`config.mk`:
```
export PLATFORM = sky130hd
export DESIGN_NAME = display_owner_arbiter
export DESIGN_NICKNAME = d
export VERILOG_FILES = /design/src/rtl/display_owner_arbiter.sv
export SDC_FILE = /design/constraint.sdc
export NUM_CORES = 1
export LEC_CHECK = 0
export CAP_MARGIN = 20
export CORE_MARGIN = 3
export CORE_UTILIZATION = 51
export DETAILED_ROUTE_END_ITERATION = 12
export PLACE_DENSITY = 0.88
export SETUP_SLACK_MARGIN = 0.5
export SLEW_MARGIN = 20
export SYNTH_ARGS = -nofsm -noshare
export SYNTH_HDL_FRONTEND = slang
export SYNTH_SLANG_ARGS = --single-unit
```
`constraint.sdc`:
```
create_clock -name clk -period 11.9 [get_ports clk]
set_input_delay 3.57 -clock clk [delete_from_list [all_inputs] [get_ports clk]]
set_output_delay 3.57 -clock clk [all_outputs]
set_load 0.01 [all_outputs]
```
`src/rtl/display_owner_arbiter.sv`:
```
// display_owner_arbiter: round-robin owner selection for the shared
// seven-segment display datapath. One client owns the display at a time.
// A hold counter keeps other clients from preempting the owner until
// hold_width cycles have passed. The owner can release the display early
// by dropping its request.
module display_owner_arbiter #(
    parameter int n_clients  = 4,
    parameter int digits     = 6,
    parameter int hold_width = 50_000_000
) (
    input  logic                           clk,
    input  logic                           reset,
    input  logic [n_clients-1:0]           req,
    input  logic [n_clients*digits*4-1:0]  data,
    output logic [n_clients-1:0]           grant,
    output logic [$clog2(n_clients)-1:0]   owner,
    output logic [digits*4-1:0]            display_value,
    output logic                           display_valid,
    output logic                           switch_pulse
);

    localparam int IDX_W = $clog2(n_clients);
    localparam int VAL_W = digits * 4;
    localparam int CNT_W = (hold_width > 1) ? $clog2(hold_width) : 1;
    localparam logic [CNT_W-1:0] HOLD_INIT = CNT_W'(hold_width - 1);

    typedef enum logic [1:0] {
        IDLE   = 2'd0,
        LOCKED = 2'd1,
        OPEN   = 2'd2
    } state_t;

    state_t               state_q, state_d;
    logic [CNT_W-1:0]     cnt_q, cnt_d;
    logic [n_clients-1:0] grant_q, grant_d;
    logic [IDX_W-1:0]     owner_q, owner_d;
    logic [IDX_W-1:0]     last_q, last_d;
    logic                 switch_q, switch_d;
    logic [VAL_W-1:0]     disp_q, disp_d;
    logic                 valid_q, valid_d;

    logic [n_clients-1:0] owner_oh;
    logic [n_clients-1:0] others;
    logic                 own_req;
    logic [IDX_W-1:0]     pick_all;
    logic [IDX_W-1:0]     pick_oth;
    logic                 do_grant;
    logic                 go_idle;
    logic [IDX_W-1:0]     new_idx;

    // This function returns the first requesting index after base. The scan
    // runs base+1, base+2, ... and wraps modulo n_clients. If r is all zero,
    // it returns base. Callers gate the result with |r.
    function automatic logic [IDX_W-1:0] rr_pick(input logic [n_clients-1:0] r,
                                                 input logic [IDX_W-1:0]     base);
        logic [IDX_W-1:0] p;
        int               best;
        int               d;
        p    = base;
        best = n_clients;
        for (int i = 0; i < n_clients; i++) begin
            d = i - int'(base) - 1;
            if (d < 0) d = d + n_clients;
            if (r[i] && (d < best)) begin
                best = d;
                p    = IDX_W'(i);
            end
        end
        return p;
    endfunction

    function automatic logic [n_clients-1:0] to_onehot(input logic [IDX_W-1:0] idx);
        logic [n_clients-1:0] oh;
        oh = '0;
        for (int i = 0; i < n_clients; i++) begin
            oh[i] = (idx == IDX_W'(i));
        end
        return oh;
    endfunction

    // Classify the requests relative to the current owner. While a grant is
    // active, last_q equals owner_q. So scanning from last_q with the owner
    // masked out gives the next client in round-robin order.
    always_comb begin
        owner_oh = to_onehot(owner_q);
        others   = req & ~owner_oh;
        own_req  = |(req & owner_oh);
        pick_all = rr_pick(req, last_q);
        pick_oth = rr_pick(others, last_q);
    end

    // Next-state logic: choose the owner, run the hold timer, and handle
    // handoff or release.
    always_comb begin
        state_d  = state_q;
        cnt_d    = cnt_q;
        grant_d  = grant_q;
        owner_d  = owner_q;
        last_d   = last_q;
        switch_d = 1'b0;
        do_grant = 1'b0;
        go_idle  = 1'b0;
        new_idx  = pick_all;

        case (state_q)
            IDLE: begin
                if (|req) begin
                    do_grant = 1'b1;
                    new_idx  = pick_all;
                end
            end
            LOCKED: begin
                if (!own_req) begin
                    // An early release takes effect at once, whatever the counter holds.
                    if (|others) begin
                        do_grant = 1'b1;
                        new_idx  = pick_oth;
                    end else begin
                        go_idle = 1'b1;
                    end
                end else if (cnt_q != '0) begin
                    cnt_d = cnt_q - CNT_W'(1);
                end else if (|others) begin
                    // The hold has expired. In this same cycle, act as in OPEN.
                    do_grant = 1'b1;
                    new_idx  = pick_oth;
                end else begin
                    state_d = OPEN;
                end
            end
            OPEN: begin
                if (|others) begin
                    do_grant = 1'b1;
                    new_idx  = pick_oth;
                end else if (own_req) begin
                    state_d = OPEN;
                end else begin
                    go_idle = 1'b1;
                end
            end
            default: begin
                go_idle = 1'b1;
            end
        endcase

        if (do_grant) begin
            state_d  = LOCKED;
            grant_d  = to_onehot(new_idx);
            owner_d  = new_idx;
            last_d   = new_idx;
            cnt_d    = HOLD_INIT;
            switch_d = 1'b1;
        end

        if (go_idle) begin
            state_d = IDLE;
            grant_d = '0;
        end
    end

    // Display path. While a grant is active, it takes the data slice of the
    // next owner. So the new owner's value appears on the same edge as its
    // grant. In IDLE, it holds the last value.
    always_comb begin
        disp_d  = disp_q;
        valid_d = |grant_d;
        if (|grant_d) begin
            for (int i = 0; i < n_clients; i++) begin
                if (owner_d == IDX_W'(i)) disp_d = data[i*VAL_W +: VAL_W];
            end
        end
    end

    // State and output registers. The reset is asynchronous and active-low.
    always_ff @(posedge clk or negedge reset) begin
        if (!reset) begin
            state_q  <= IDLE;
            cnt_q    <= '0;
            grant_q  <= '0;
            owner_q  <= '0;
            last_q   <= IDX_W'(n_clients - 1);
            switch_q <= 1'b0;
            disp_q   <= '0;
            valid_q  <= 1'b0;
        end else begin
            state_q  <= state_d;
            cnt_q    <= cnt_d;
            grant_q  <= grant_d;
            owner_q  <= owner_d;
            last_q   <= last_d;
            switch_q <= switch_d;
            disp_q   <= disp_d;
            valid_q  <= valid_d;
        end
    end

    assign grant         = grant_q;
    assign owner         = owner_q;
    assign display_value = disp_q;
    assign display_valid = valid_q;
    assign switch_pulse  = switch_q;

endmodule

```
======== Word-level counts from Yosys, hierarchy flattened ========
Index checks and enable logic that the tools add are counted.
storage, ports and cells
  register bits after elaboration ......... 62
  latch bits .............................. 0
  memory bits (writable) .................. 0
  bits in read-only memories .............. 0
  bits of input ports ..................... 102
  output and inout port bits .............. 32
  memories ................................ 0
cells by class
  add/subtract/negate cells ............... 13
  multiply operators ...................... 0
  divide/modulo/power cells ............... 0
  magnitude comparators ................... 11
  equal/unequal tests ..................... 16
  shift operators ......................... 0
  muxes and demuxes ....................... 52
  bitwise operators ....................... 3
  reduce and logical (&&, ||, !) cells .... 25
operators by type and width
  kind                   count
  $mux 32                10
  $lt 32x32->1           6
  $mux 26                4
  $mux 24                4
  $mux 2                 19
  $lt 32x4->1 const B    1
  $reduce_bool 26->1     1
  $sub 26x1->26 const B  1
  $add 4x4->5 const B    4
  $ne 4x4->1 const B     5
  $lt 4x1->1 const B     4
  $reduce_or 4->1        4
  $sub 3x2->4 const B    4
  $eq 2x2->1 const B     7
  $mux 1                 9
  $and 4x4->4            2
  $eq 2x1->1 const B     4
  $logic_and 1x1->1      8
  $logic_not 2->1        4
  $mux 4                 2
  $pmux 2 s2             2
  $reduce_bool 4->1      2
  $pmux 1 s3             2
  $reduce_and 6->1       1
  other kinds (6)        10

======== Depth between registers and ports, before layout ========
  depth in word-level cells ............... 26
  mapped depth ............................ 25

======== Worst setup path after synthesis ========
No wires, ideal clock.
  path kind ............................... input to register
  start point ............................. input port req[1]
  end point ............................... register disp_q[13], in the netlist display_value[13]
  setup time .............................. 0.134 ns
  arrival ................................. 7.303 ns
  data required time ...................... 11.766 ns
  setup slack ............................. 4.463 ns
  cell stages on the path ................. 20
  path buffers ............................ 3
  cells stage by stage .................... clkbuf_1 -> o21ai_0 -> a31o_2 -> a21oi_1 -> ha_1 -> o211ai_1 -> nor2_1 -> a211oi_1 -> mux2_2 -> ha_1 -> o31a_1 -> o211ai_1 -> a211oi_1 -> o211ai_2 -> nand3_2 -> a21boi_4 -> buf_6 -> buf_8 -> mux2i_1 -> a221oi_2
on the way
  cells in the longest elaborated chain, start to end .. 18
  elaborated cells on any way between the ends .. 56
  classes of those cells .................. order compare: 4; eq/ne: 6; mux: 30; bitwise: 2; reduce/logical: 14
RTL lines
  item                                                                 line      text
  start: declaration                                                   13        input logic [n_clients-1:0] req,
  $and 4x4->4                                                          86        others = req & ~owner_oh;
  $logic_and 1x1->1                                                    64        if (r[i] && (d < best)) begin
  $mux 32                                                              64
  $lt 32x32->1                                                         64
  $logic_and 1x1->1                                                    64
  $mux 32                                                              64
  $lt 32x32->1                                                         64
  $logic_and 1x1->1                                                    64
  [... 2 more ...]                                                     -
  $mux 2                                                               121       end else if (cnt_q != '0) begin
  $mux 2                                                               113       if (!own_req) begin
  $pmux 2 s2                                                           105       case (state_q)
  $eq 2x1->1 (tied with other cells)                                   76        oh[i] = (idx == IDX_W'(i));
  $mux 4 / $eq 2x1->1 (equally long branches)                          146, 169
  $mux 4 / $mux 24 (equally long branches)                             155, 169
  $reduce_or 4->1 / $mux 24 (equally long branches)                    167, 169
  $reduce_and 2->1 (no source line) / $mux 24 (equally long branches)  -
  end signal: assignment                                               192       disp_q <= disp_d;
  end: declaration                                                     39        logic [VAL_W-1:0] disp_q, disp_d;
Parallel ways exist; a longest one is shown, timed or not.
A chain may end at the register's enable or synchronous reset.

======== Final worst setup path ========
  start point ............................. input port req[1]
  end point ............................... register disp_q[8], in the netlist display_value[8]
Same word-level chain as after synthesis.

==> results.sh <==
export IMPL_outcome="completed"
export IMPL_clock_sinks=62
export IMPL_final_nets=695
export IMPL_fmax_mhz=117
export IMPL_pin_count=134
export IMPL_maxCapViolCount=0
export IMPL_h_tree_depth=3
export IMPL_core_area_um2=7930
export IMPL_drc=0
export IMPL_cp_data_arrival_time_ns=8.80
export IMPL_fin_tns_setup_ns=0
export IMPL_synth_seq_area_share_pct=36.4
export IMPL_post_drt_wl_per_cell_um=17.3
export IMPL_fin_worst_skew_ns=0.0104
export IMPL_crit_fanout=49
export IMPL_fin_ws_ns=3.33
export IMPL_crit_path_end_kind="flip-flop"
export IMPL_place_gp_congestion=0.864
export IMPL_yosysMostFrequentCell="dfrtp_1"
export IMPL_power_density_nw_per_um2=317
export IMPL_area_growth_pct=36.7
export IMPL_placementRows=32
export IMPL_grtUsageTotal_pct=24.8
export IMPL_ys_flop_type="dfrtp_1"
export IMPL_post_cts_resize_count=0
export IMPL_clk_latency_ns=0.34
export IMPL_grt_pass1_wl_mm=19.3
export IMPL_antenna_found_initial=0
export IMPL_hold_buffers=0
export IMPL_synth_edf_count=0
export IMPL_synth_common_cells="dfrtp_1 (60), nor2_1 (53), mux2i_1 (49), nand2_1 (35), o21ai_0 (23)"
export IMPL_path_class="in2reg"
export IMPL_synthDistinctLibCells=68
export IMPL_dp_cells=666
export IMPL_clock_root_buffer="clkbuf_8"
export IMPL_post_place_ws_ns=3.04
export IMPL_cts_buffer_depth=2
export IMPL_hold_path_class="reg2reg"
export IMPL_ys_seq_elements=62
export IMPL_cts_tree="done"
export IMPL_syn_cell_area_um2=4270
export IMPL_irDropWorstVdd_mv=0.233
export IMPL_hold_viol=0
export IMPL_cts_buffers=9
export IMPL_vias=3975
export IMPL_rsz0062_at_grt="no"
export IMPL_clk_pin_slew_ns=0.07
export IMPL_required_ns=12.13
export IMPL_tightest_slew_ns=0.939
export IMPL_overflow=0
export IMPL_via_per_inst=5.83
export IMPL_netlist_area_leader_share_pct=35.1
export IMPL_die_y_um=97.5
export IMPL_post_cts_buffers=0
export IMPL_netlist_instances=447
export IMPL_dr_pass1_iters=5
export IMPL_p_leak_nw=2.45
export IMPL_ys_top_cells_by_area="dfrtp_1 (35%), mux2i_1 (11%), ha_1 (5.3%)"
export IMPL_dieArea_um2=9520
export IMPL_yosysTopAreaCell="dfrtp_1"
export IMPL_drive_above_1_share_pct=8.79
export IMPL_hpwl_mm=8.84
export IMPL_fin_crit_ns=8.57
export IMPL_antenna_left=0
export IMPL_port_buffers=133
export IMPL_drt_iter0_drc=264
export IMPL_wl_mm=11.8
export IMPL_die_x_um=97.5
export IMPL_yosysWarnings=0
export IMPL_async_reset_ff_share_pct=100
export IMPL_grt_max_degree=63
export IMPL_worst_setup_path_start_kind="primary input"
export IMPL_start_util_pct=53.9
export IMPL_reg2reg_depth=20
export IMPL_grt_pass1_vias=4122
export IMPL_final_cell_count_no_fill=682
export IMPL_period_share_pct=72.0
export IMPL_antennaDiodeCount=0
export IMPL_slew_headroom_pct=37.2
export IMPL_syn_avg_cell_area_um2=9.56
export IMPL_setup_viol=0
export IMPL_slew_viol_final=0
export IMPL_whs_path_depth=2
critical path, cell delays in order:
cell and delay [ns]:
clkdlybuf4s50_1 0.79, o21ai_0 0.16, a31o_2 0.26, a21oi_1 0.19
ha_1 0.26, o211ai_1 0.16, nor2_1 0.06, a211oi_1 0.45
mux2_2 0.40, ha_1 0.28, o31a_1 0.15, o211ai_1 0.10
a211oi_1 0.32, o211ai_2 0.16, nand3_2 0.13, a21boi_4 0.17
buf_4 0.63, mux2i_1 0.24, a221oi_1 0.29
layout by cell type (no fill, tap or decap), types with 3 or more instances in the layout:
| master | count |
|---|---|
| nor3_1 | 10 |
| nor2b_1 | 6 |
| and2_1 | 3 |
| nor4_1 | 3 |
| xnor2_1 | 12 |
| dfrtp_1 | 60 |
| nor2_1 | 53 |
| or3_1 | 4 |
| and3_1 | 3 |
| a221oi_1 | 15 |
| inv_1 | 17 |
| nor3b_1 | 3 |
| ha_1 | 18 |
| nand2b_1 | 4 |
| xor2_1 | 11 |
| clkdlybuf4s50_1 | 132 |
| a31oi_1 | 3 |
| a221oi_2 | 9 |
| a21boi_0 | 3 |
| a21oi_1 | 13 |
| buf_4 | 4 |
| nand2_1 | 35 |
| nand4_1 | 4 |
| nor4b_1 | 3 |
| nand3_1 | 7 |
| clkbuf_8 | 11 |
| o21ai_0 | 23 |
| conb_1 | 4 |
| a211oi_1 | 4 |
| mux2i_1 | 49 |
report_power, final:
part	switching (mW)	leakage, nW	internal, mW	total, mW
Clock	0.0816	0.0996	0.108	0.190
Sequential	0.0598	0.684	0.292	0.352
Combinational	0.733	1.67	0.580	1.31
Total	0.875	2.45	0.980	1.85
state kept, by name, indices dropped and copies added (netlist names):
name and cells:
cnt_q 26, display_value 24, grant 4, last_q 2
owner 2, state_q 2, display_valid 1, switch_pulse 1
cells by family after synthesis:
logic type	count (synthesis)	share of synthesized area (%)
and+or+nand+nor	158	19.3
AOI/OAI and AO/OA	92	17.0
DFF	62	36.4
muxes	52	12.5
buffers and inverters	41	4.65
xor gates and xnor gates	23	4.71
adders and majority gates	18	5.27
other	1	0.0877
worst paths after layout:
kind / startpoint / end / slack [ns]
setup / recovery: req[1] / display_value[8]$_DFFE_PN0P_ / 3.33
hold / removal: cnt_q[5]$_DFFE_PN0P_ / cnt_q[5]$_DFFE_PN0P_ / 0.52
setup reg to reg: last_q[0]$_DFFE_PN1P_ / display_value[8]$_DFFE_PN0P_ / 6.13
hold reg to reg: cnt_q[5]$_DFFE_PN0P_ / cnt_q[5]$_DFFE_PN0P_ / 0.52
max in group asynchronous: reset / cnt_q[4]$_DFFE_PN0P_ / 8.01
min in group asynchronous: reset / display_value[21]$_DFFE_PN0P_ / 3.39
final cells by class:
type                    instances  area (µm²)
multi-input cells             347        2540
well taps                     102         128
fillers                       526        2080
flip-flops and latches         62        1550
inverters                      18        67.6
clock buffers                  13         159
repair buffers                137        1360
clock inverters                 3        42.5
per-layer routing:
metal	vias up	global-route usage, %	wire [µm]
met5	-	0	0
met4	0	5.86	143
met3	13	7.39	872
met2	160	45.2	6230
met1	1914	28.4	4550
li1	1888	-	-
through the flow:
stage / area [µm²] / utilization, % / hold WS (ns) / power (mW)
after floorplan: 4290 / - / 0.480 / 1.33
after global placement: 5640 / 71.2 / 0.503 / 1.60
after detailed placement: 5640 / 71.2 / 0.495 / 1.65
after CTS: 5840 / 73.7 / 0.517 / 1.85
after global routing: 5840 / 73.7 / 0.534 / 1.99
final: 5840 / 73.7 / 0.523 / 1.85
Power figures use the tool's default switching activity.
